**src/rtl/sys_mem_stream_wr_agent.sv**
```systemverilog
// Stream-to-memory write agent: buffers a valid/ready stream in a FIFO and writes it
// word by word into a circular memory partition through the arbiter wait handshake.
module sys_mem_stream_wr_agent #(
    parameter int MEM_DATA_W = 32,
    parameter int MEM_ADDR_W = 27,
    parameter int LB_DATA_W  = 32,
    parameter int LB_ADDR_W  = 8,
    parameter int FIFO_DEPTH = 8,
    parameter logic [LB_DATA_W-1:0] DEFAULT_DATA_VAL = 'hdeadbabe
) (
    input  logic                  clk,
    input  logic                  rst_n,
    input  logic                  lb_wr_en,
    input  logic                  lb_rd_en,
    input  logic [LB_ADDR_W-1:0]  lb_addr,
    input  logic [LB_DATA_W-1:0]  lb_wr_data,
    output logic                  lb_wr_valid,
    output logic                  lb_rd_valid,
    output logic [LB_DATA_W-1:0]  lb_rd_data,
    input  logic                  in_valid,
    input  logic [MEM_DATA_W-1:0] in_data,
    output logic                  in_ready,
    input  logic                  mem_wait,
    output logic                  mem_wren,
    output logic                  mem_rden,
    output logic [MEM_ADDR_W-1:0] mem_addr,
    output logic [MEM_DATA_W-1:0] mem_wdata
);

    localparam int AW = $clog2(FIFO_DEPTH);
    localparam int CW = AW + 1;

    typedef enum logic [1:0] {IDLE, RUN, DRAIN} state_t;

    state_t                 state, next_state;
    logic                   en;
    logic [LB_DATA_W-1:0]   start_reg, end_reg;
    logic [MEM_ADDR_W-1:0]  cur_end;
    logic [MEM_ADDR_W-1:0]  wptr;
    logic [LB_DATA_W-1:0]   wrap_cnt;
    logic [MEM_DATA_W-1:0]  fifo_mem [FIFO_DEPTH];
    logic [AW-1:0]          rd_ptr, wr_ptr;
    logic [CW-1:0]          count;
    logic                   full, empty, push, pop, load_run, flush;
    logic [LB_DATA_W-1:0]   rd_word;

    assign full     = (count == CW'(FIFO_DEPTH));
    assign empty    = (count == '0);
    assign push     = in_valid & in_ready;
    assign pop      = mem_wren & ~mem_wait;
    assign load_run = (state == IDLE) && en;
    assign flush    = lb_wr_en && (lb_addr == LB_ADDR_W'(0)) && lb_wr_data[1] && (state == IDLE);

    assign mem_rden  = 1'b0;
    assign mem_addr  = wptr;
    assign mem_wdata = mem_wren ? fifo_mem[rd_ptr] : '0;

    always_ff @(posedge clk or negedge rst_n) begin
        if (!rst_n) state <= IDLE;
        else        state <= next_state;
    end

    always_comb begin
        next_state = state;
        in_ready   = 1'b0;
        mem_wren   = 1'b0;
        case (state)
            IDLE: begin
                if (en) next_state = RUN;
            end
            RUN: begin
                in_ready = en && !full;
                mem_wren = !empty;
                if (!en) next_state = DRAIN;
            end
            DRAIN: begin
                mem_wren = !empty;
                if (en)         next_state = RUN;
                else if (empty) next_state = IDLE;
            end
            default: next_state = IDLE;
        endcase
    end

    // Storage carries no reset; mem_wdata is gated by mem_wren so stale words never show.
    always_ff @(posedge clk) begin
        if (push) fifo_mem[wr_ptr] <= in_data;
    end

    always_ff @(posedge clk or negedge rst_n) begin
        if (!rst_n) begin
            rd_ptr <= '0;
            wr_ptr <= '0;
            count  <= '0;
        end else if (flush) begin
            rd_ptr <= '0;
            wr_ptr <= '0;
            count  <= '0;
        end else begin
            if (push) wr_ptr <= wr_ptr + AW'(1);
            if (pop)  rd_ptr <= rd_ptr + AW'(1);
            if (push && !pop)      count <= count + CW'(1);
            else if (!push && pop) count <= count - CW'(1);
        end
    end

    // cur_end latches END only at run start or wrap, so reprogramming mid-run waits for a wrap.
    always_ff @(posedge clk or negedge rst_n) begin
        if (!rst_n) begin
            wptr     <= '0;
            cur_end  <= '0;
            wrap_cnt <= '0;
        end else if (load_run) begin
            wptr     <= start_reg[MEM_ADDR_W-1:0];
            cur_end  <= end_reg[MEM_ADDR_W-1:0];
            wrap_cnt <= '0;
        end else if (pop) begin
            if (wptr >= cur_end) begin
                wptr     <= start_reg[MEM_ADDR_W-1:0];
                cur_end  <= end_reg[MEM_ADDR_W-1:0];
                wrap_cnt <= wrap_cnt + LB_DATA_W'(1);
            end else begin
                wptr <= wptr + MEM_ADDR_W'(1);
            end
        end
    end

    always_comb begin
        rd_word = DEFAULT_DATA_VAL;
        case (lb_addr)
            LB_ADDR_W'(0): begin
                rd_word    = '0;
                rd_word[0] = en;
            end
            LB_ADDR_W'(1): rd_word = start_reg;
            LB_ADDR_W'(2): rd_word = end_reg;
            LB_ADDR_W'(3): begin
                rd_word                 = '0;
                rd_word[MEM_ADDR_W-1:0] = wptr;
            end
            LB_ADDR_W'(4): begin
                rd_word         = '0;
                rd_word[CW-1:0] = count;
                rd_word[16]     = (state != IDLE);
            end
            LB_ADDR_W'(5): rd_word = wrap_cnt;
            default:       rd_word = DEFAULT_DATA_VAL;
        endcase
    end

    always_ff @(posedge clk or negedge rst_n) begin
        if (!rst_n) begin
            lb_wr_valid <= 1'b0;
            lb_rd_valid <= 1'b0;
            lb_rd_data  <= '0;
            en          <= 1'b0;
            start_reg   <= '0;
            end_reg     <= '0;
        end else begin
            lb_wr_valid <= lb_wr_en;
            lb_rd_valid <= lb_rd_en;
            if (lb_rd_en) lb_rd_data <= rd_word;
            if (lb_wr_en) begin
                case (lb_addr)
                    LB_ADDR_W'(0): en        <= lb_wr_data[0];
                    LB_ADDR_W'(1): start_reg <= lb_wr_data;
                    LB_ADDR_W'(2): end_reg   <= lb_wr_data;
                    default: ;
                endcase
            end
        end
    end

endmodule

```
**config.mk**
```make
export PLATFORM = sky130hd
export DESIGN_NAME = sys_mem_stream_wr_agent
export DESIGN_NICKNAME = d
export VERILOG_FILES = /design/src/rtl/sys_mem_stream_wr_agent.sv
export SDC_FILE = /design/constraint.sdc
export NUM_CORES = 1
export LEC_CHECK = 0
export ABC_CLOCK_PERIOD_IN_PS = 5200
export CAP_MARGIN = 20
export CORE_UTILIZATION = 52
export CTS_CLUSTER_DIAMETER = 150
export DETAILED_ROUTE_END_ITERATION = 12
export GPL_ROUTABILITY_DRIVEN = 0
export PLACE_DENSITY = 0.78
export SETUP_SLACK_MARGIN = 0.02
export SYNTH_ARGS = -nofsm -noshare
export SYNTH_HDL_FRONTEND = slang
export SYNTH_SLANG_ARGS = --single-unit
export TNS_END_PERCENT = 5
```
**constraint.sdc**
```tcl
create_clock -name clk -period 5.2 [get_ports clk]
set_input_delay 0.52 -clock clk [delete_from_list [all_inputs] [get_ports clk]]
set_output_delay 0.52 -clock clk [all_outputs]
set_load 0.02 [all_outputs]
```
# Word level (Yosys, flattened, before mapping)
# Memories as Yosys holds them, arrays and structs flattened.
# Cells that the tools add are included.
[totals]
mem_bits_rw = 256
input_bits = 78
memories = 1
register_bits = 197
word_cells = 88
[op_classes]
n_bitwise = 3
mux = 27
eq_ne = 11
reduce_logical = 26
order_cmp = 1
add_sub_neg = 6
[memory_table]
columns = ["memory", "words", "word_bits", "rd", "rd_clocked_by_memory_dff", "wr", "line", "text"]
rows = [
  ["fifo_mem", 8, 32, 1, 0, 1, "41", "logic [MEM_DATA_W-1:0] fifo_mem [FIFO_DEPTH];"],
]
[op_table]
columns = ["cell", "count"]
rows = [
  ["$pmux 32 s6", 1],
  ["$mux 27", 6],
  ["$mux 32", 4],
  ["$add 32x1->32 const B", 1],
  ["$add 27x1->27 const B", 1],
  ["$ge 27x27->1", 1],
  ["$eq 8x2->1 const B", 2],
  ["$eq 8x3->1 const B", 2],
  ["$mux 3", 4],
  ["$mux 4", 3],
  ["$reduce_bool 2->1", 5],
  ["$eq 8x1->1 const B", 1],
  ["$logic_not 8->1", 1],
  ["$mux 2", 4],
  ["$reduce_and 2->1", 4],
  ["$logic_and 1x1->1", 7],
  ["$add 3x1->3 const B", 2],
  ["$pmux 2 s3", 1],
  ["$add 4x1->4 const B", 1],
  ["$eq 4x4->1 const B", 1],
  ["$logic_not 1->1", 4],
  ["$logic_not 4->1", 1],
  ["$mux 1", 4],
  ["$ne 2x2->1 const B", 2],
  ["other kinds (10)", 11],
]

# Logic depth before layout (Yosys ltp)
[logic_depth]
word_depth = 10
ltp_mapped = 14
mapped_depth_nobuf = 14

# Worst setup path after synthesis
# No wires, ideal clock.
[synth_path]
kind = "register to register"
from = "reg state[1]"
to = "mem fifo_mem[2][0], enable pin"
required_time_ps = 4687
setup_ps = 513
stages_incl_launch_ff = 7
arrival_time_ps = 4734
path_slack_ps = -47
path_buffers = 0
cell_sequence = "dfrtp_1 -> inv_1 -> ha_1 -> nand2_1 -> a21oi_1 -> nand2_1 -> nor4b_1"
[synth_between]
elab_chain_cells = 5
[synth_rtl]
columns = ["element", "line", "text"]
rows = [
  ["start: declaration", "35", "state_t state, next_state;"],
  ["start signal: assignment", "60", "else state <= next_state;"],
  ["$eq 2x1->1", "67", "case (state)"],
  ["$mux 1", "67", ""],
  ["via in_ready", "22", "output logic in_ready,"],
  ["$and 1x1->1", "49", "assign push = in_valid & in_ready;"],
  ["$mux 1", "87", "if (push) fifo_mem[wr_ptr] <= in_data;"],
  ["$mux 1 (implied by the code)", "87", ""],
  ["end: declaration", "41", ""],
]
# The timed path passes the listed nets, and every way through them passes these cells.

# Final worst setup path
[layout_path]
from = "reg rd_ptr[0]"
to = "out mem_wdata[24]"
[layout_between]
elab_chain_cells = 2
[layout_rtl]
columns = ["element", "line", "text"]
rows = [
  ["start: declaration", "42", "logic [AW-1:0] rd_ptr, wr_ptr;"],
  ["start signal: assignment", "101", "if (pop) rd_ptr <= rd_ptr + AW'(1);"],
  ["$mem_v2 8x32", "--", ""],
  ["$mux 32", "56", "assign mem_wdata = mem_wren ? fifo_mem[rd_ptr] : '0;"],
  ["end: declaration", "27", "output logic [MEM_DATA_W-1:0] mem_wdata"],
]
# Every way passes these cells.

==> impl_metrics.py <==
metrics = {
    "outcome": {
        "status": "complete, no violations",
    },
    "clock_tree": {
        "cts_resized": 0,
        "clkLatencyLatePin_ns": 0.59,
        "cts_sinks": 453,
        "clkSlewWorstSetupHoldPaths_ns": 0.06,
        "cts_hold_buf": 0,
        "postCtsSetupBuffers": 0,
        "clockBufferDepth": 3,
        "cts_root_buffer": "clkbuf_16",
        "cts_tree": "yes",
        "cts_buffers": 46,
        "htree_num_levels": 2,
    },
    "yosys": {
        "synth_area_leaders": "edfxtp_1 (38%), dfrtp_1 (25%), mux4_2 (7.3%), mux2_2 (5.7%), mux2i_1 (2.8%)",
        "ys_seq_area_share_pct": 63.2,
        "synth_top_area_cell": "edfxtp_1",
        "syn_inst": 1391,
        "yosysWarnings": 0,
        "synth_edf_count": 256,
        "synth_cell_types": 66,
        "synth_top_area_share_pct": 38.5,
        "syn_nets": 1508,
        "async_flop_share_pct": 43.5,
        "postSynthAreaPerCell_um2": 14.4,
        "syn_area_mm2": 0.0200,
        "ys_ff_latch": 453,
        "synth_top_flop_cell": "edfxtp_1",
    },
    "layout": {
        "largest_reg_flops": 256,
        "drive_above_1_share_pct": 18.5,
        "top_register": "fifo_mem",
        "areaGrowthSynthToFinish_pct": 19.3,
        "fin_nets": 1677,
    },
    "detailed_routing": {
        "wl_per_cell_um": 23.3,
        "drt_iter0_drc": 1021,
        "vias_per_cell": 6.05,
        "ant_nets": 0,
        "vias": 12758,
        "wl_um": 49100,
        "firstDrtPassIters": 7,
        "drc": 0,
    },
    "power": {
        "p_leak_nw": 8.97,
        "power_w": 0.0118,
        "peakVddDrop_mv": 0.398,
        "cellPowerDensity_mw_per_mm2": 496,
    },
    "setup_path": {
        "crit_arrival_ns": 3.38,
        "worstSetupStartpointType": "flip-flop",
        "crit_type": "flip-flop to output pin",
        "required_ns": 4.68,
        "worstSetupEndpointType": "output pin",
        "crit_fanout": 36,
    },
    "floorplanning": {
        "dieArea_mm2": 0.0392,
        "core_area_mm2": 0.0378,
        "ios": 174,
        "die_y_um": 198,
        "initial_core_util_pct": 52.9,
        "row_count": 71,
        "fp.dieW_um": 198,
    },
    "grt": {
        "grt_usage_pct": 25.7,
        "grt_pass1_vias": 12934,
        "gr-total-overflow": 0,
        "grt_max_degree": 105,
        "antenna_found_initial": 2,
        "grt_pass1_wl_um": 75800,
    },
    "timing": {
        "tightest_slew_ns": 1.08,
        "hold_viol": 0,
        "slew_headroom_pct": 27.3,
        "grt_setup_unrepaired": "false",
        "slew_viol_final": 0,
        "timing.setup.tns_ns": 0,
        "skew_ns": 0.0218,
        "holdWs_ns": 0.0325,
        "max_clock_freq_ghz": 0.256,
        "setup_viol": 0,
        "finalCritPeriodShare_pct": 75.1,
        "min_period_ns": 3.90,
    },
    "place": {
        "dp_hpwl_um": 30700,
        "io_buffers": 172,
    },
    "flow_run": {
        "drv_cap": 0,
    },
    "hold_path": {
        "hold_path.class": "primary input to asynchronous set/reset pin",
    },
}
cell usage after synthesis, types with 18 or more instances:
cell type / number
edfxtp_1: 256
dfrtp_1: 197
nor2_1: 111
mux2_2: 101
a21oi_1: 71
mux4_2: 65
nand2_1: 64
mux2i_1: 56
inv_1: 50
o21ai_0: 50
clkbuf_1: 45
ha_1: 38
nand3_1: 33
a221oi_1: 23
or3_1: 23
nand4_1: 18
final cells by class:
| class | count | area (µm²) |
|---|---|---|
| tap | 511 | 639 |
| clock inverter | 26 | 302 |
| timing repair buffer | 204 | 2010 |
| antenna | 1 | 2.50 |
| multi-input combinational | 805 | 6780 |
| sequential | 453 | 12600 |
| clock buffer | 60 | 1280 |
| fill | 2710 | 13900 |
| inverter | 50 | 188 |
critical path, stage by stage, from the launching register on:
cell	delay (ns)
dfrtp_4	0.90
buf_4	0.47
mux4_2	0.56
mux2i_1	0.18
nor2_1	0.09
clkdlybuf4s50_1	0.58
stage by stage:
step	instances	area [µm²]	setup WS [ns]	utilization, %
after floorplan	1391	20000	0.275	-
after global placement	2022	22200	1.47	58.9
after detailed placement	2023	22200	1.40	58.9
after CTS	2109	23800	1.20	63.1
after global routing	2109	23800	1.06	63.1
final	2110	23800	1.30	63.1
metal layers:
layer  up-vias  global-route usage, %  routed length (µm)
met2       545                   42.9               24500
met3       112                   4.99                3940
li1       5625                      -                   -
met4         4                   8.47                1410
met5         -                      0                  26
met1      6472                   33.9               19200
final timing paths:
kind / to / from / slack [ns] / depth (start not counted)
max: mem_wdata[24] / rd_ptr[0] / 1.30 / 5
min: end_reg[13] / rst_n / 0.03 / 1
max reg2reg: cur_end[8] / mem_addr[14] / 1.48 / 8
min reg2reg: cur_end[24] / cur_end[24] / 0.50 / 1
max in group asynchronous: mem_addr[16] / rst_n / 3.88 / 2
min in group clk: cur_end[24] / cur_end[24] / 0.50 / 1
where the power goes:
| group | switching, W | internal (W) |
|---|---|---|
| sequential | 0.000479 | 0.00407 |
| combinational | 0.00206 | 0.00179 |
| clock | 0.00141 | 0.00201 |
layout by cell type, fill, tap and decap left out, drive strengths merged, types with 6 or more instances in the layout:
| master | count |
|---|---|
| mux4 | 65 |
| dfrtp | 197 |
| ha | 38 |
| edfxtp | 256 |
| a221oi | 23 |
| clkbuf | 61 |
| buf | 32 |
| nor2 | 113 |
| nand3 | 33 |
| nand2 | 64 |
| clkinv | 16 |
| mux2i | 56 |
| and2 | 6 |
| xor2 | 15 |
| a222oi | 11 |
| inv | 52 |
| xnor2 | 7 |
| clkdlybuf4s50 | 171 |
| a21oi | 71 |
| and3 | 11 |
| o22ai | 10 |
| mux2 | 103 |
| nor4 | 6 |
| nand4 | 18 |
| or4 | 6 |
| nor3 | 16 |
| o21ai | 53 |
| or3 | 23 |
logic make-up after synthesis:
kind of cell | after synthesis | share of synthesized area, %
XOR/XNOR | 22 | 0.965
buffers and inverters | 133 | 3.16
flip-flops | 453 | 63.2
multiplexers | 224 | 15.9
other | 1 | 0.0188
adder cells (fa/ha/maj) | 39 | 2.48
AND/OR/NAND/NOR | 313 | 7.54
AO/OA/AOI/OAI | 206 | 6.71
No activity file was read; power rests on OpenSTA's default activity.
